$ cat src/rtl/mfp_ahb_master_arbiter.sv
// N-master AHB-Lite arbiter in front of mfp_ahb. Ownership moves only when the
// current owner is IDLE, unlocked and the slave is ready; other requesters stall.

module mfp_ahb_arb_lane (
  input  logic [1:0] htrans_i,
  input  logic       own_i,
  input  logic       s_hready_i,
  output logic       req_o,
  output logic       hready_o
);
  assign req_o    = htrans_i[1];
  // A requesting non-owner is held off so its address/control stay stable.
  assign hready_o = own_i ? s_hready_i : ~htrans_i[1];
endmodule

module mfp_ahb_master_arbiter #(
  parameter int N_MASTERS      = 2,
  parameter int ARB_MODE       = 0,
  parameter int DEFAULT_MASTER = 0,
  parameter int IDX_W          = (N_MASTERS < 2) ? 1 : $clog2(N_MASTERS)
) (
  input  logic                    HCLK,
  input  logic                    HRESETn,
  input  logic [N_MASTERS*32-1:0] M_HADDR,
  input  logic [N_MASTERS*3-1:0]  M_HBURST,
  input  logic [N_MASTERS-1:0]    M_HMASTLOCK,
  input  logic [N_MASTERS*4-1:0]  M_HPROT,
  input  logic [N_MASTERS*3-1:0]  M_HSIZE,
  input  logic [N_MASTERS*2-1:0]  M_HTRANS,
  input  logic [N_MASTERS*32-1:0] M_HWDATA,
  input  logic [N_MASTERS-1:0]    M_HWRITE,
  output logic [N_MASTERS-1:0]    M_HREADY,
  output logic [31:0]             HRDATA,
  output logic                    HRESP,
  output logic [31:0]             S_HADDR,
  output logic [2:0]              S_HBURST,
  output logic                    S_HMASTLOCK,
  output logic [3:0]              S_HPROT,
  output logic [2:0]              S_HSIZE,
  output logic [1:0]              S_HTRANS,
  output logic [31:0]             S_HWDATA,
  output logic                    S_HWRITE,
  input  logic [31:0]             S_HRDATA,
  input  logic                    S_HREADY,
  input  logic                    S_HRESP,
  input  logic                    OVERRIDE_EN,
  input  logic [IDX_W-1:0]        OVERRIDE_SEL,
  output logic [N_MASTERS-1:0]    GRANT,
  output logic [IDX_W-1:0]        OWNER_IDX
);
  localparam int               IW1     = IDX_W + 1;
  localparam logic [IW1-1:0]   NM      = IW1'(N_MASTERS);
  localparam logic [IDX_W-1:0] DEF_IDX = IDX_W'(DEFAULT_MASTER);

  logic [IDX_W-1:0] owner_q, owner_d, downer_q, rr_q, rr_d, arb_idx;
  logic [N_MASTERS-1:0] req, own_oh;
  logic [N_MASTERS-1:0][31:0] haddr_a, hwdata_a;
  logic [N_MASTERS-1:0][2:0]  hburst_a, hsize_a;
  logic [N_MASTERS-1:0][3:0]  hprot_a;
  logic [N_MASTERS-1:0][1:0]  htrans_a;
  logic rearb, ovr_ok;

  for (genvar i = 0; i < N_MASTERS; i++) begin : g_lane
    assign haddr_a[i]  = M_HADDR[32*i +: 32];
    assign hwdata_a[i] = M_HWDATA[32*i +: 32];
    assign hburst_a[i] = M_HBURST[3*i +: 3];
    assign hsize_a[i]  = M_HSIZE[3*i +: 3];
    assign hprot_a[i]  = M_HPROT[4*i +: 4];
    assign htrans_a[i] = M_HTRANS[2*i +: 2];
    assign own_oh[i]   = (owner_q == IDX_W'(i));
    mfp_ahb_arb_lane u_lane (
      .htrans_i  (htrans_a[i]),
      .own_i     (own_oh[i]),
      .s_hready_i(S_HREADY),
      .req_o     (req[i]),
      .hready_o  (M_HREADY[i])
    );
  end

  assign S_HADDR     = haddr_a[owner_q];
  assign S_HBURST    = hburst_a[owner_q];
  assign S_HMASTLOCK = M_HMASTLOCK[owner_q];
  assign S_HPROT     = hprot_a[owner_q];
  assign S_HSIZE     = hsize_a[owner_q];
  assign S_HTRANS    = htrans_a[owner_q];
  assign S_HWRITE    = M_HWRITE[owner_q];
  assign S_HWDATA    = hwdata_a[downer_q];
  assign HRDATA      = S_HRDATA;
  assign HRESP       = S_HRESP;
  assign GRANT       = own_oh;
  assign OWNER_IDX   = owner_q;

  assign rearb  = S_HREADY && (htrans_a[owner_q] == 2'b00) && !M_HMASTLOCK[owner_q];
  assign ovr_ok = OVERRIDE_EN && ({1'b0, OVERRIDE_SEL} < NM);

  always_comb begin
    logic [IW1-1:0] cand;
    logic           found;
    arb_idx = owner_q;
    cand    = '0;
    found   = 1'b0;
    if (ARB_MODE == 0) begin
      for (int i = N_MASTERS-1; i >= 0; i--)
        if (req[i]) arb_idx = IDX_W'(i);
    end else begin
      // Scan rr_q+1 upward with wrap; rr_q itself is the last candidate.
      for (int k = 1; k <= N_MASTERS; k++) begin
        cand = {1'b0, rr_q} + IW1'(k);
        if (cand >= NM) cand = cand - NM;
        if (!found && req[cand[IDX_W-1:0]]) begin
          arb_idx = cand[IDX_W-1:0];
          found   = 1'b1;
        end
      end
    end
  end

  always_comb begin
    owner_d = owner_q;
    rr_d    = rr_q;
    if (rearb) begin
      if (ovr_ok)    owner_d = OVERRIDE_SEL;
      else if (|req) owner_d = arb_idx;
      if (owner_d != owner_q) rr_d = owner_d;
    end
  end

  always_ff @(posedge HCLK or negedge HRESETn) begin
    if (!HRESETn) begin
      owner_q  <= DEF_IDX;
      downer_q <= DEF_IDX;
      rr_q     <= DEF_IDX;
    end else begin
      owner_q <= owner_d;
      rr_q    <= rr_d;
      if (S_HREADY) downer_q <= owner_q;
    end
  end
endmodule

$ cat config.mk
export PLATFORM = sky130hd
export DESIGN_NAME = mfp_ahb_master_arbiter
export DESIGN_NICKNAME = d
export VERILOG_FILES = /design/src/rtl/mfp_ahb_master_arbiter.sv
export SDC_FILE = /design/constraint.sdc
export NUM_CORES = 1
export LEC_CHECK = 0
export BUFFER_PORTS_ARGS = -buffer_cell sky130_fd_sc_hd__buf_2
export CAP_MARGIN = 20
export CELL_PAD_IN_SITES_DETAIL_PLACEMENT = 0
export CELL_PAD_IN_SITES_GLOBAL_PLACEMENT = 1
export CORE_AREA = 2 2 121 123
export CTS_CLUSTER_DIAMETER = 40
export DETAILED_ROUTE_END_ITERATION = 12
export DIE_AREA = 0 0 123 125
export GPL_TIMING_DRIVEN = 0
export MAX_ROUTING_LAYER = met4
export PLACE_DENSITY = 0.77
export REMOVE_ABC_BUFFERS = 1
export SETUP_SLACK_MARGIN = 0.4
export SLEW_MARGIN = 20
export SYNTH_ARGS = -nofsm -noshare
export SYNTH_HDL_FRONTEND = slang
export SYNTH_SLANG_ARGS = --single-unit
$ cat constraint.sdc
create_clock -name HCLK -period 1.42 [get_ports HCLK]
set_input_delay 0.071 -clock HCLK [delete_from_list [all_inputs] [get_ports HCLK]]
set_output_delay 0.071 -clock HCLK [all_outputs]
set_load 0.05 [all_outputs]
# ---- Word level (Yosys, flattened, before mapping)
# Cells that the tools add are included.
dict set report word_totals {
  inputBits 194
  latch_bits 0
  mem_bits_rw 0
  n_memories 0
  output_inout_bits 116
  reg_bits 2
  rom_bits 0
  wordCells 37
}
dict set report classes {
  n_eq_ne 0
  mul 0
  order_cmp 2
  n_addsub 0
  n_div 0
  shift 0
  reduce_logical 8
  n_bitwise 3
  mux 22
}
# operator count
set op_table {}
lappend op_table {{$mux W32} 4}
lappend op_table {{$mux W3} 4}
lappend op_table {{$mux W1} 10}
lappend op_table {{$mux W4} 2}
lappend op_table {{$lt A1 B2 Y1 const B} 2}
lappend op_table {{$mux W2} 2}
lappend op_table {{$not A1 Y1} 3}
lappend op_table {{$reduce_and A3 Y1} 1}
lappend op_table {{$reduce_bool A3 Y1} 1}
lappend op_table {{$logic_and A1 B1 Y1} 2}
lappend op_table {{$logic_not A2 Y1} 1}
lappend op_table {{$reduce_bool A2 Y1} 1}
lappend op_table {{$reduce_or A2 Y1} 1}
lappend op_table {{$logic_not A1 Y1} 1}

# ---- Logic depth before layout (Yosys ltp)
# Gate-level depths: netlist of run 1.
dict set report logic_depth {
  word_depth 6
  depth_mapped 6
  depth_no_buf 3
}

# ---- By module
# A second synthesis of run 1 with hierarchy kept.
dict set report hier_totals {
  hier_cells 136
  hier_area_um2 1332.5
}
# module area_each_um2 seq_area_each_um2 cells_per_inst n_inst
set by_module_without_submodules {}
lappend by_module_without_submodules {mfp_ahb_master_arbiter 1300.0 50.0 130 1}
lappend by_module_without_submodules {mfp_ahb_arb_lane 16.3 0.0 3 2}

# ---- Worst setup path before layout of run 1
# No wires, ideal clock.
dict set report synth_path {
  path_type {flip-flop to output port}
  from {register owner_q, in the netlist OWNER_IDX}
  to {output S_HADDR[10]}
  stages_incl_launch_ff 4
  n_path_buf 2
  path_slack_ns -0.387
  t_required_ns 1.349
  arrival_time_ns 1.736
  cell_sequence {dfrtp_1 -> buf_2 -> buf_4 -> mux2_1}
}
dict set report synth_between {
  elab_chain_len 2
}
# item line_no
set synth_lines {}
lappend synth_lines {{from (decl)} 55} ;# logic [IDX_W-1:0] owner_q, owner_d, downer_q, rr_q, rr_d, arb_idx;
lappend synth_lines {{from (signal assigned)} 134} ;# owner_q <= owner_d;
lappend synth_lines {{$mux W32 (not written as such) (2 in a row)} 80} ;# assign S_HADDR = haddr_a[owner_q];
lappend synth_lines {{to (decl)} 35} ;# output logic [31:0] S_HADDR,
# No other way between the ends. The select of a mux whose other input is x is not followed.

# ---- Worst setup path after layout of run 1
dict set report layout_path {
  from {register owner_q, in the netlist OWNER_IDX}
  to {output S_HMASTLOCK}
}
dict set report layout_between {
  elab_chain_len 2
}
# item line_no
set layout_lines {}
lappend layout_lines {{$mux W1 (not written as such) (2 in a row)} 82} ;# assign S_HMASTLOCK = M_HMASTLOCK[owner_q];
lappend layout_lines {{to (decl)} 37} ;# output logic S_HMASTLOCK,
# No other way between the ends. The select of a mux whose other input is x is not followed.

==> results of run 1 <==
registers in the layout, summed over array words and instances (netlist names):
name and flops:
OWNER_IDX 1, downer_q 1
stage by stage:
stage               instances  instance area, sq um  power (mW)  setup TNS (ns)
finish                    538                  3448       6.967          -6.711
global route              538                  3448       7.224          -9.085
CTS                       533                  3351       6.744          -5.829
detailed placement        520                  2482       4.633          -6.594
global placement          519                  2460       4.383          -70.22
floorplan                  92                  1013       3.117          -70.70
worst paths after layout:
kind                                    endpoint                   from  cells past startpoint  slack, ns
setup / recovery                     S_HMASTLOCK  OWNER_IDX$_DFFE_PN0P_                      4      -0.14
hold / removal              downer_q$_DFFE_PN0P_               S_HREADY                      2       0.06
setup reg to reg           OWNER_IDX$_DFFE_PN0P_  OWNER_IDX$_DFFE_PN0P_                      4      -0.14
hold reg to reg             downer_q$_DFFE_PN0P_  OWNER_IDX$_DFFE_PN0P_                      3       0.82
max in group asynchronous   downer_q$_DFFE_PN0P_                HRESETn                      2       1.14
min in group asynchronous  OWNER_IDX$_DFFE_PN0P_                HRESETn                      2       0.18
power groups by stage:
stage / Sequential, mW / Clock (mW) / Combinational [mW]
finish: 0.182 / 0.427 / 6.36
global route: 0.191 / 0.438 / 6.60
CTS: 0.172 / 0.431 / 6.14
detailed placement: 0.305 / 0 / 4.33
global placement: 0.440 / 0 / 3.94
floorplan: 0.398 / 0 / 2.72
logic make-up (layout without fill, tap and decap cells):
family | count (synthesis) | in the layout | synth area share
and+or+nand+nor | 4 | 4 | 0.02419
buffers and inverters | 48 | 264 | 0.2521
AOI/OAI and AO/OA | 5 | 5 | 0.02046
DFF | 2 | 2 | 0.03721
muxes | 79 | 79 | 0.6660
cell type report:
type                       count  area share
tap                          184     0.06676
clock buffer                   3     0.02177
sequential                     2     0.01669
multi-input combinational     88      0.3208
inverter                       2    0.002903
timing repair buffer         259      0.5711
cells in the final DEF, fill, tap and decap left out:
master                          instances
sky130_fd_sc_hd__mux2_1                23
sky130_fd_sc_hd__dlygate4sd3_1          1
sky130_fd_sc_hd__a21oi_1                1
sky130_fd_sc_hd__nand2_1                2
sky130_fd_sc_hd__nor4_4                 1
sky130_fd_sc_hd__buf_2                160
sky130_fd_sc_hd__mux2_4                40
sky130_fd_sc_hd__buf_12                 3
sky130_fd_sc_hd__buf_8                  4
sky130_fd_sc_hd__mux2i_1                1
sky130_fd_sc_hd__o31ai_1                1
sky130_fd_sc_hd__nor2_1                 1
sky130_fd_sc_hd__mux2_2                15
sky130_fd_sc_hd__o21ai_1                1
sky130_fd_sc_hd__inv_4                  1
sky130_fd_sc_hd__clkbuf_16              5
sky130_fd_sc_hd__buf_4                  8
sky130_fd_sc_hd__buf_16                 1
sky130_fd_sc_hd__o21ai_2                2
sky130_fd_sc_hd__buf_6                 80
sky130_fd_sc_hd__inv_1                  1
sky130_fd_sc_hd__dfrtp_4                2
worst max-delay path: stages, from the launching register on:
cell,delay (ns)
sky130_fd_sc_hd__dfrtp_4,0.51
sky130_fd_sc_hd__buf_6,0.15
sky130_fd_sc_hd__mux2_4,0.32
sky130_fd_sc_hd__buf_4,0.14
sky130_fd_sc_hd__buf_6,0.14
repair_timing:
action | 4_1_cts | 5_1_grt
gates resized for setup | 219 | 17
hold endpoints to repair | 2 | 0
buffers inserted | 8 | 3
pin swaps | 1 | 1
hold buffers | 1 | 0
setup endpoints to repair | 85 | 84
gates cloned | 1 | 2
metal layers:
layer / share of wire / GRT usage / vias up
met5: 0 / - / -
met3: 0.22 / 0.06432 / 4
li1: - / - / 888
met1: 0.32 / 0.08763 / 829
met2: 0.45 / 0.1440 / 236
met4: 0.0046 / 0.01404 / 0
==> results.md, run 1 <==
Status:
- The run finished, with violations left.
- The final reports fail on negative setup slack.

Die:
- The die covers 15380 sq um.
- During I/O placement, the number of pins put on the boundary was between 300 and 400.
- In this run the vertical extent of the chip is about 130 um.
- The area of the placeable core is 14200 sq um.
- The starting density of the core is 0.09470.
- From left edge to right edge, the die measures 123 um.
- After floorplanning, the core was divided into 44 placement rows.

Global routing:
- The first-pass GRT wire length is 9984 um.
- The total overflow left after global routing is 0.
- The aggregate global-route resource usage is 0.08880.
- Entering global routing, the biggest net connects 36 pins.
- The initial antenna violation count is 0.
- The via count of the first global-routing pass came to 1933.

Routing:
- The final wirelength is 8034 um.
- The number of nets with antenna violations after routing is 0.
- Dividing the detail-routed via count by the number of cells gives 3.638.
- The count of vias placed by the detailed router is 1957.
- The average wire per standard cell is approximately 15 um.
- The violation count after the first detailed-route iteration is 18.
- For this run, design rule violations remaining after detail routing come to 0.
- The number of iterations in the first detailed-routing pass is 5.

Synth:
- The most used flip-flop cell after synthesis is sky130_fd_sc_hd__dfrtp_1.
- Of the synthesized area, sequential elements account for 0.03721.
- The post-synthesis cell type with the largest combined area is sky130_fd_sc_hd__mux2_1.
- The netlist area before placement is 1345 sq um.
- The number of different library cells used by synthesis comes to 16.
- Yosys instantiated no cell more often than sky130_fd_sc_hd__mux2_1.
- Averaged over all synthesized cells, the footprint is 9.747 sq um.
- Counting flops with an async set or reset pin after synthesis yields a share of 1.000.
- Counting flops with a built-in enable in the synthesized netlist gives 0.
- After synthesis the netlist holds a flip-flop and latch count of 2.
- The number of cells produced by synthesis is approximately 140.
- After synthesis, the most frequently instantiated cells are 75 x sky130_fd_sc_hd__mux2_1, 41 x sky130_fd_sc_hd__buf_4, 4 x sky130_fd_sc_hd__buf_2, 3 x sky130_fd_sc_hd__o21ai_1.
- The Yosys warning count is 0.
- By area the synthesized netlist is led by sky130_fd_sc_hd__mux2_1 63%, sky130_fd_sc_hd__buf_4 23%, sky130_fd_sc_hd__dfrtp_1 3.7%.
- Of the post-synthesis cell area, the dominant cell type holds 0.6279.

Finish:
- The area overhead of the layout relative to synthesis is 156.4%.
- Of the cells placed in the final design, the portion with a size suffix greater than 1 is 0.9096.
- The share of the core filled with cells in the final layout is 0.2428.
- The multi-input combinational cells in the finished layout cover a total of 1106 sq um.
- The filler cell count in the final layout is approximately 1500.
- The net count of the finished layout is 550.
- Registers take 57.56 sq um.
- The antenna diode instance count is 0.

STA:
- Measured against its own limit, the worst slew margin works out to 0.7318.
- On the final layout, the worst hold slack is 0.06189 ns.
- Setup repair after global routing could not meet its margin everywhere.
- In the finished design, the share of the clock period the worst path needs comes to 1.099.
- In the post-route analysis, the smallest setup slack over all paths is -0.1400 ns.
- The top achievable clock speed is 641.0 MHz.
- The setup clock skew after layout is 0.0002412 ns.
- The final-report setup violation count is about 80.
- For the finished layout, the period the worst path requires is 1.560 ns.
- The final max-slew violation count is 0.
- The total count of hold-check failures in the final report is 0.
- At the pin with the least slew margin, the transition time is ~0.40 ns.

CTS:
- The number of buffers on the longest clock path is 2.
- The number of clock buffers inserted by TritonCTS is 3.
- The clock net sink count is 2.
- The tree is rooted in a sky130_fd_sc_hd__clkbuf_16.
- The depth of the CTS H-tree is 1.
- After clock tree synthesis, the clock-pin slew on the worst setup and hold paths is 0.03 ns.
- The clock reaches the later pin of the worst-skew pair after 0.22 ns.
- TritonCTS built the clock tree.

Power and ir drop:
- The part of the total power dissipated in combinational logic is 0.913.
- The analysis attributes to cell leakage a power of roughly 1.8 nW.
- The peak ir drop on the vdd network is between 1000 and 1500 uV.
- The total internal power is 3.200 mW.
- The net switching fraction of the power is 0.5407.
- The net switching power is 3.767 mW.
- Of the total power, registers draw 0.026.
- Of the total power, the clock network draws 0.061.
- The total power divided by cell area is 2020 nW/um^2.

Placed design:
- The number of buffers added on ports is 243.
- Summed over all nets, the half-perimeter wirelength after detailed placement is 6062 um.
- The global placer's final weighted congestion is about 0.75.
- Before CTS, the worst setup slack after placement is -0.1560 ns.

Critical path:
- The largest driver fanout on the critical path is 5.
- By startpoint and endpoint, the worst setup path is classified as flop to output pin.
- The required arrival time at the worst endpoint is 1.35 ns.
- The worst setup path is captured at an output pin.
- The worst setup path is launched from a flop.
- For the worst setup path, the data arrival time is 1.49 ns.

Min path:
- The path class of the lowest-slack min-delay path is input pin to flop.

Flow run:
- The tool flagged a number of max-cap violations equal to 0.
Note: power is estimated with default switching activity, not from simulation.
==> run 2: changes to the inputs <==
--- a/config.mk
+++ b/config.mk
@@ -7,15 +7,15 @@
 export LEC_CHECK = 0
 export BUFFER_PORTS_ARGS = -buffer_cell sky130_fd_sc_hd__buf_2
 export CAP_MARGIN = 20
-export CELL_PAD_IN_SITES_DETAIL_PLACEMENT = 0
-export CELL_PAD_IN_SITES_GLOBAL_PLACEMENT = 1
-export CORE_AREA = 2 2 121 123
+export CELL_PAD_IN_SITES_DETAIL_PLACEMENT = 2
+export CELL_PAD_IN_SITES_GLOBAL_PLACEMENT = 2
+export CORE_MARGIN = 2
+export CORE_UTILIZATION = 10
 export CTS_CLUSTER_DIAMETER = 40
 export DETAILED_ROUTE_END_ITERATION = 12
-export DIE_AREA = 0 0 123 125
 export GPL_TIMING_DRIVEN = 0
 export MAX_ROUTING_LAYER = met4
-export PLACE_DENSITY = 0.77
+export PLACE_DENSITY = 0.95
 export REMOVE_ABC_BUFFERS = 1
 export SETUP_SLACK_MARGIN = 0.4
 export SLEW_MARGIN = 20
==> results.md, run 2 (same netlist as run 1, synthesis figures left out) <==
Finish:
- Measured on the finished design, the core utilization comes to 0.2592.
- Registers take 57.56 sq um.
- 0 antenna diodes ended up in the layout.
- Of the cells placed in the final design, the portion with a size suffix greater than 1 is 0.8892.
- The area growth from synthesis to layout is 154.1%.
- The top cell types in the final layout, fill and taps aside, are 160 x sky130_fd_sc_hd__buf_2, 75 x sky130_fd_sc_hd__buf_6, 41 x sky130_fd_sc_hd__mux2_4.
- The filler cell count in the final layout is approximately 1500.
- The commonest non-fill, non-tap cell in the layout is sky130_fd_sc_hd__buf_2.
- The layout net count is 548.
- Summing all multi-input logic gate instances after layout gives 1117 sq um.
- Once layout is done, the placed cells without fillers occupy 3418 sq um.

Routing:
- In the final routing, the length of wire on met1 measures 3799 um.
- In the routed design, unresolved DRC markers number 0.
- Summed over all nets, wire length on met3 after detailed routing comes to 1711 um.
- The final wirelength is between 10000 and 15000 um.
- The pre-antenna-repair detailed-routing pass consisted of 3 iterations.
- Summed over all nets, wire length on met2 after detailed routing comes to 4654 um.
- After detailed routing, the average wire length per cell comes to about 19 um.
- In this run the remaining antenna-violating nets after routing total 0.
- Signal routing reaches up to met4.
- Across all layers, the routed design uses 2025 vias.
- For this block, the initial DRC count from the detailed router was 30.
- The via density per instance is 3.835.

Power and ir drop:
- The peak ir drop on the vdd network is a little under 900 uV.
- The total power divided by cell area is 2063 nW/um^2.
- The net switching fraction of the power is 0.5494.
- The fraction of power consumed by the clock network is 0.059.
- Of the total power, combinational logic draws 0.918.
- The share of total power dissipated in sequential elements is 0.023.
- For this design the static power due to leakage is 1.812 nW.
- The internal portion of the total power is 3.177 mW.
- The power consumption is 7.051 mW.
- For this design the total switching power over the nets is roughly 3.9 mW.

Critical path:
- In this run the critical register-to-register path is captured at OWNER_IDX$_DFFE_PN0P_.
- The required arrival time at the worst endpoint is 1.35 ns.
- The most critical setup path has its startpoint at OWNER_IDX$_DFFE_PN0P_.
- The type of origin of the critical path is a flop.
- In this run the register-to-register setup slack is -0.15 ns.
- The cell count of the worst reg-to-reg path is 4.
- In this run the critical register-to-register path is launched from OWNER_IDX$_DFFE_PN0P_.
- The number of cells on the critical path is 4.
- The family of cells with the greatest summed delay on the critical path is flip-flops.
- The nature of the critical path endpoint is an output pin.
- The stage delay of the slowest cell on the critical path is 0.51 ns.
- Walking the worst path, the cells encountered are buf_4, buf_16, mux2_1, buf_6.
- The critical path is of the flop to output pin type.
- Among all stages on the critical path, the largest delay is contributed by sky130_fd_sc_hd__dfrtp_4.
- Data on the critical path arrives at its endpoint at 1.52 ns.
- Of all nets on the critical path, the largest fanout is 7.
- The critical path contains buffers and inverters numbering 3 combined.
- In this run the worst setup path terminates at S_HADDR[12].

CTS:
- The clock tree from TritonCTS is yes.
- The number of clock buffers inserted by TritonCTS is 3.
- The buffer type at the clock tree root is sky130_fd_sc_hd__clkbuf_16.
- The number of buffers on the longest clock path is 2.
- CTS built an H-tree with a depth of 1.
- At the later pin of the worst-skew pair, clock insertion delay measures about 0.22 ns.
- The clock net sink count is 2.
- The clock-pin slew on the worst setup and hold paths is ~0.030 ns.

Die:
- The number of primary I/O pins is 310.
- The die extent in y is between 100 and 150 um.
- The area of the placeable core is 13190 sq um.
- The width of the die is between 100 and 150 um.
- The number of standard-cell rows in the floorplan is 42.
- For this configuration, the core starts out at a cell density of 0.1020.
- The die covers about 14000 sq um.

STA:
- The total count of hold-check failures in the final report is 0.
- The final max-slew violation count is 0.
- The part of the cycle the worst path needs is 1.121.
- The top achievable clock speed is 628.0 MHz.
- The final-report setup violation count is 81.
- Headroom to the max-slew limit came out at 0.7358.
- The tightest hold path in the finished design has a slack of just over 0.1 ns.
- The routed design could run at a clock period as short as about 1.6 ns.
- Setup repair after global routing could not meet its margin everywhere.
- The worst-case setup margin in the final layout is -0.1723 ns.
- At the pin with the least slew margin, the transition time is 0.3929 ns.
- Clock skew on the completed layout was measured at 0.001737 ns.

Placed design:
- The post-placement cell area is 2472 sq um.
- At the end of routability-driven placement, the weighted congestion stood at 0.7378.
- The HPWL after detailed placement is ~7700 um.
- The number of buffers added on ports is 243.

Status:
- The final reports fail on negative setup slack.
- The flow ran to the end, but the final reports show violations.

Global routing:
- For this run the aggregate overflow at the end of global routing stands at 0.
- The aggregate global-route resource usage is 0.1351.
- The via count of the first global-routing pass came to 2418.
- The first global-routing pass estimated 14320 um of wire.
- The pin count of the biggest net entering global routing is 36.
- The initial antenna violation count is 0.

Flow run:
- Max-cap violations in this run came to 0.

Min path:
- The path class of the lowest-slack min-delay path is input pin to flop.
-- run 2: cell count changes in the layout (fill, tap and decap cells not counted) --
cell,before,now
sky130_fd_sc_hd__buf_6,80,75
sky130_fd_sc_hd__mux2_4,40,41
sky130_fd_sc_hd__mux2_2,15,6
sky130_fd_sc_hd__nand2_1,2,1
sky130_fd_sc_hd__buf_4,8,11
sky130_fd_sc_hd__buf_16,1,2
sky130_fd_sc_hd__mux2_1,23,31
sky130_fd_sc_hd__inv_4,1,0
sky130_fd_sc_hd__nand2_4,0,1
sky130_fd_sc_hd__inv_8,0,1
sky130_fd_sc_hd__clkbuf_16,5,3
sky130_fd_sc_hd__buf_12,3,4
-- run 2: cell type report --
type / instances / share of cell area
Multi-Input combinational cell: 88 / 0.3269
Tap cell: 176 / 0.06442
Inverter: 2 / 0.004392
Clock buffer: 3 / 0.02196
Sequential cell: 2 / 0.01684
Timing Repair Buffer: 257 / 0.5655
-- run 2: what timing repair did --
action                                  CTS  global route
endpoints found under the setup margin   85            85
hold buffers                              1             0
pin swaps                                 0             0
resized for setup                       220            10
buffers inserted                          7             3
endpoints found under the hold margin     2             0
cloned                                    2             0
-- run 2: metal layers --
layer	up-vias	GRT usage
li1	882	-
met1	909	0.1475
met4	0	0.01324
met5	-	-
met2	232	0.2170
met3	2	0.08365
-- run 2: through the flow --
step	worst slack, ns	TNS (ns)	instances
final	-0.1723	-5.894	528
after global placement	-1.352	-70.12	511
after floorplan	-1.974	-70.70	92
after detailed placement	-0.1926	-8.858	512
after CTS	-0.1640	-6.482	525
after global routing	-0.2312	-8.947	528
-- run 2: worst min-delay path by stage --
stage / slack [ns] / cells after the start / to / startpoint
finish: 0.10 / 2 / downer_q$_DFFE_PN0P_ / S_HREADY
floorplan: -0.22 / 0 / OWNER_IDX$_DFFE_PN0P_ / HRESETn
CTS: 0.07 / 2 / downer_q$_DFFE_PN0P_ / S_HREADY
global route: 0.11 / 2 / downer_q$_DFFE_PN0P_ / S_HREADY
detailed placement: -0.14 / 1 / OWNER_IDX$_DFFE_PN0P_ / HRESETn
global placement: -0.14 / 1 / downer_q$_DFFE_PN0P_ / HRESETn
-- run 2: power by group through the flow --
stage	registers, mW	clock network (mW)	logic (mW)
2_1_floorplan	0.398	0	2.72
4_1_cts	0.166	0.425	6.38
3_5_place_dp	0.317	0	4.40
3_3_place_gp	0.437	0	3.95
5_1_grt	0.169	0.437	6.72
6_report	0.162	0.417	6.47
